===== src/rtl/cic_sequencer.sv =====
// cic_sequencer: PDM clock generation, CIC integrator/differentiator enables,
// start-up settling and frame capture with a single-entry output handshake.
module cic_sequencer #(
    parameter int unsigned CLK_DIV   = 4,
    parameter int unsigned DEC_RATIO = 64,
    parameter int unsigned SETTLE    = 4,
    parameter int unsigned CH        = 16,
    parameter int unsigned W         = 19
) (
    input  logic            clk,
    input  logic            rst,
    input  logic            en,
    output logic            pdm_clk_o,
    output logic            sample_en,
    output logic            dec_en,
    input  logic [CH*W-1:0] cic_data,
    output logic [CH*W-1:0] out_data,
    output logic            out_valid,
    input  logic            out_ready,
    output logic            overrun,
    output logic            busy
);

    localparam int unsigned DW   = (CLK_DIV > 1) ? $clog2(CLK_DIV) : 1;
    localparam int unsigned SW   = (DEC_RATIO > 1) ? $clog2(DEC_RATIO) : 1;
    localparam int unsigned TW   = $clog2(SETTLE + 2);
    localparam int unsigned HALF = CLK_DIV / 2;

    typedef enum logic [1:0] {
        ST_IDLE,
        ST_SETTLE,
        ST_RUN
    } state_t;

    state_t        state;
    logic [DW-1:0] dcnt;
    logic [SW-1:0] scnt;
    logic [TW-1:0] settle_cnt;

    logic [DW-1:0] dcnt_n;
    logic [SW-1:0] scnt_n;
    logic          sample_n;
    logic          dec_n;
    logic          pdm_n;

    // Next divider/sample counts; strobes are decoded from them so the
    // registered outputs line up with the counter values of the same cycle.
    always_comb begin
        dcnt_n = '0;
        scnt_n = '0;
        if (en && state != ST_IDLE) begin
            dcnt_n = (dcnt == DW'(CLK_DIV - 1)) ? '0 : dcnt + DW'(1);
            scnt_n = scnt;
            if (sample_en) begin
                scnt_n = (scnt == SW'(DEC_RATIO - 1)) ? '0 : scnt + SW'(1);
            end
        end
        sample_n = en && (dcnt_n == DW'(CLK_DIV - 1));
        dec_n    = sample_n && (scnt_n == SW'(DEC_RATIO - 1));
        pdm_n    = en && (dcnt_n >= DW'(HALF));
    end

    // Sequencer state, counters, registered strobes and output frame.
    always_ff @(posedge clk or posedge rst) begin
        if (rst) begin
            state      <= ST_IDLE;
            dcnt       <= '0;
            scnt       <= '0;
            settle_cnt <= '0;
            pdm_clk_o  <= 1'b0;
            sample_en  <= 1'b0;
            dec_en     <= 1'b0;
            busy       <= 1'b0;
            out_data   <= '0;
            out_valid  <= 1'b0;
            overrun    <= 1'b0;
        end else begin
            dcnt      <= dcnt_n;
            scnt      <= scnt_n;
            pdm_clk_o <= pdm_n;
            sample_en <= sample_n;
            dec_en    <= dec_n;
            busy      <= en;
            if (!en) begin
                // Stopping drops any capture pending on this edge.
                state      <= ST_IDLE;
                settle_cnt <= '0;
                out_valid  <= 1'b0;
            end else begin
                case (state)
                    ST_IDLE: begin
                        state      <= (SETTLE == 0) ? ST_RUN : ST_SETTLE;
                        settle_cnt <= '0;
                        overrun    <= 1'b0;
                    end
                    ST_SETTLE: begin
                        if (dec_en) begin
                            if (settle_cnt == TW'(SETTLE - 1)) begin
                                state      <= ST_RUN;
                                settle_cnt <= '0;
                            end else begin
                                settle_cnt <= settle_cnt + TW'(1);
                            end
                        end
                    end
                    ST_RUN: begin
                        if (dec_en) begin
                            // A new frame always wins over a same-edge accept.
                            out_data  <= cic_data;
                            out_valid <= 1'b1;
                            if (out_valid && !out_ready) begin
                                overrun <= 1'b1;
                            end
                        end else if (out_valid && out_ready) begin
                            out_valid <= 1'b0;
                        end
                    end
                    default: state <= ST_IDLE;
                endcase
            end
        end
    end

endmodule


===== config.mk =====
export PLATFORM = sky130hd
export DESIGN_NAME = cic_sequencer
export DESIGN_NICKNAME = d
export VERILOG_FILES = /design/src/rtl/cic_sequencer.sv
export SDC_FILE = /design/constraint.sdc
export NUM_CORES = 1
export LEC_CHECK = 0
export CORE_AREA = 2 2 237 239
export DETAILED_ROUTE_END_ITERATION = 16
export DIE_AREA = 0 0 239 241
export DONT_BUFFER_PORTS = 1
export PLACE_DENSITY_LB_ADDON = 0.25
export SETUP_SLACK_MARGIN = 0.5
export SLEW_MARGIN = 15
export SYNTH_ARGS = -nofsm -noshare
export SYNTH_HDL_FRONTEND = slang
export SYNTH_SLANG_ARGS = --single-unit

===== constraint.sdc =====
create_clock -name clk -period 12.7 [get_ports clk]
set_input_delay 0.635 -clock clk [delete_from_list [all_inputs] [get_ports clk]]
set_output_delay 0.635 -clock clk [all_outputs]
set_load 0.01 [all_outputs]

==> flow_summary.json <==
{
  "grt_util_all_layers": 0.0996,
  "rsz0062_at_grt": "false",
  "synth_edf_count": 0,
  "r2r_slack_ns": 8.71,
  "postCtsSetupRepairBufs": 0,
  "synth.top_cells.by_area": "dfrtp_1 66%, mux2_1 24%, mux2_2 4.0%, buf_6 2.4%, ha_1 0.30%",
  "area_growth_syn_to_layout_pct": 13.7,
  "critPathArrivalTime_ns": 4.39,
  "avgSynthCellArea_sq_um": 16.8,
  "max-cap-violations": 0,
  "vias_per_cell": 4.16,
  "clock-skew-final_ns": 0.0152,
  "crit_path_start_kind": "flip-flop",
  "stdcell_count": 1472,
  "dieArea_sq_um": 57600,
  "finalSetupViolCount": 0,
  "timing.final.crit_period_ns": 3.99,
  "wire_per_inst_microns": 21.0,
  "synth_common_cells": "323 x dfrtp_1, 260 x mux2_1, 44 x mux2_2",
  "critical_path_required_ns": 13.10,
  "grt_pass1_wl_mm": 43.2,
  "layout-drive-gt1-share": 0.140,
  "syn-cell-area_sq_um": 12300,
  "die_w_microns": 239,
  "relSlewSlack": 0.235,
  "dp_slack_ns": 8.67,
  "drc_errors": 0,
  "io_pins": 618,
  "yosysWarningCount": 0,
  "hp-class": "input port to async pin",
  "timing.final.crit_share": 0.314,
  "synth_nets": 1046,
  "setup_slack_ns": 8.71,
  "ant_nets": 0,
  "port_buffers": 0,
  "path_clk_slew_ns": 0.06,
  "hpwl_mm": 23.3,
  "synth_top_cell_by_area": "dfrtp_1",
  "drt_iter0_markers": 174,
  "path_class": "flip-flop to flip-flop",
  "multi_input_area_sq_um": 3850,
  "fmax_mhz": 250,
  "fin_setup_tns_ns": 0,
  "crit_family": "buffers and inverters",
  "drt-total-wl_mm": 31.0,
  "nNetsFinal": 1052,
  "crit_path_max_fanout": 83,
  "powerDensity_nw_per_um2": 145,
  "critPathCapture": "out_data[241]",
  "async_flop_share": 1.00,
  "crit_start": "state[0]",
  "total_power_uw": 2040,
  "vias": 6126,
  "ir_drop_v": 0.0000698,
  "n_fill_cell": 5628,
  "tightest_slew_ns": 1.15,
  "cts_resized": 0,
  "slowest_stage": "buf_4",
  "ys_ff_latch": 323,
  "r2r_end": "out_data[241]",
  "die_y_microns": 241,
  "cts.sinks": 323,
  "rows": 86,
  "ctsHoldBuffers": 0,
  "path_common_cell": "buf_4",
  "whs_ns": 0.131,
  "worstRegToRegCells": 5,
  "critical_path.cell_chain": "nand4b_4, buf_4, buf_4, buf_4, mux2_1",
  "cpPeakStageDelay_ns": 0.90,
  "ys_seq_area_frac": 0.656,
  "outcome": "finished clean",
  "htreeDepth": 2,
  "clock_latency_ns": 0.52,
  "start_util": 0.224,
  "first_global_vias": 6415,
  "synth_top_area_frac": 0.656,
  "path_buf_inv": 3,
  "cts_buffers": 36,
  "cts_tree": "built",
  "antenna_found_initial": 4,
  "cp-end-kind": "flip-flop",
  "core_sq_um": 54900,
  "synth_cells": 735,
  "cts_buffer_depth": 3,
  "crit-reg2reg-launch": "state[0]",
  "cp_num_cells": 5,
  "regArea_sq_um": 8080,
  "dp_cells": 1407,
  "p_leak_uw": 0.00732,
  "cts_root_buf": "clkbuf_16",
  "grt_start_max_net_pins": 118,
  "slew_violations": 0,
  "drt-pass1-iter-count": 4,
  "gp_congestion": 0.777,
  "grt-ovfl-total": 0,
  "synth_flop_cell": "dfrtp_1",
  "final_hold_viol_count": 0,
  "ys_types": 38,
  "synth.most_common_cell": "dfrtp_1"
}
placed cells by master (no fill, tap or decap), drive strengths merged, types with 4 or more instances in the layout:
master and instances:
a21oi 6, buf 7, clkbuf 55, clkinv 6
dfrtp 323, mux2 304, nand2 7, nand3 4
nor2 8, nor2b 4, nor3 5, o21ai 5
cells by family (layout without fill, tap and decap cells):
family	after synthesis	count (layout)	share of synthesized area
buffers and inverters	42	73	0.0307
flip-flops	323	323	0.656
XOR/XNOR	2	2	0.00142
AO/OA/AOI/OAI	16	16	0.00833
AND/OR/NAND/NOR	44	44	0.0213
other	0	2	0
multiplexers	305	305	0.279
adder cells (fa/ha/maj)	3	3	0.00305
worst register-to-register path, delay by kind of cell (launching register included):
kind                   cells  cell delay (ns)
buffers and inverters      3             2.66
flip-flops                 1             0.52
multiplexers               1             0.50
AND/OR/NAND/NOR            1             0.20
layout make-up:
class | instances | share of cell area
diodes | 2 | 0.000357
clock buffers | 55 | 0.0759
clock inverters | 8 | 0.00348
inverters | 3 | 0.00134
multi-input cells | 370 | 0.275
flip-flops and latches | 323 | 0.577
well taps | 704 | 0.0629
repair buffers | 7 | 0.00375
worst min path at each step:
stage / start / endpoint / slack, ns / cells past startpoint
finish: rst / out_data[301] / 0.13 / 1
global placement: dcnt[0] / dcnt[0] / 0.45 / 1
global route: en / busy / 0.09 / 0
CTS: en / busy / 0.09 / 0
floorplan: dcnt[0] / dcnt[0] / 0.44 / 1
detailed placement: dcnt[0] / dcnt[0] / 0.46 / 1
layer usage:
layer | track usage | wire [microns] | vias up
li1 | - | - | 2612
met1 | 0.109 | 11100 | 3167
met2 | 0.179 | 16500 | 297
met3 | 0.0327 | 2550 | 50
met4 | 0.0371 | 840 | 0
met5 | 0 | 0 | -
through the flow:
step | util | cell area [sq um]
after floorplan | - | 12300
after global placement | 0.235 | 12900
after detailed placement | 0.235 | 12900
after CTS | 0.255 | 14000
after global routing | 0.255 | 14000
final | 0.255 | 14000
sequential cells by signal, summed over array words and instances (netlist names):
| signal | cells |
|---|---|
| busy | 1 |
| dcnt | 2 |
| dec_en | 1 |
| out_data | 304 |
| out_valid | 1 |
| overrun | 1 |
| pdm_clk_o | 1 |
| sample_en | 1 |
| scnt | 6 |
| settle_cnt | 3 |
| state | 2 |
power breakdown:
| part | internal [uW] | switching, uW | leakage [uW] |
|---|---|---|---|
| combinational | 2.66 | 20.7 | 0.00227 |
| clock | 577 | 405 | 0.000543 |
| sequential | 1030 | 1.42 | 0.00451 |
| total | 1610 | 427 | 0.00732 |
Power figures use the tool's default switching activity.
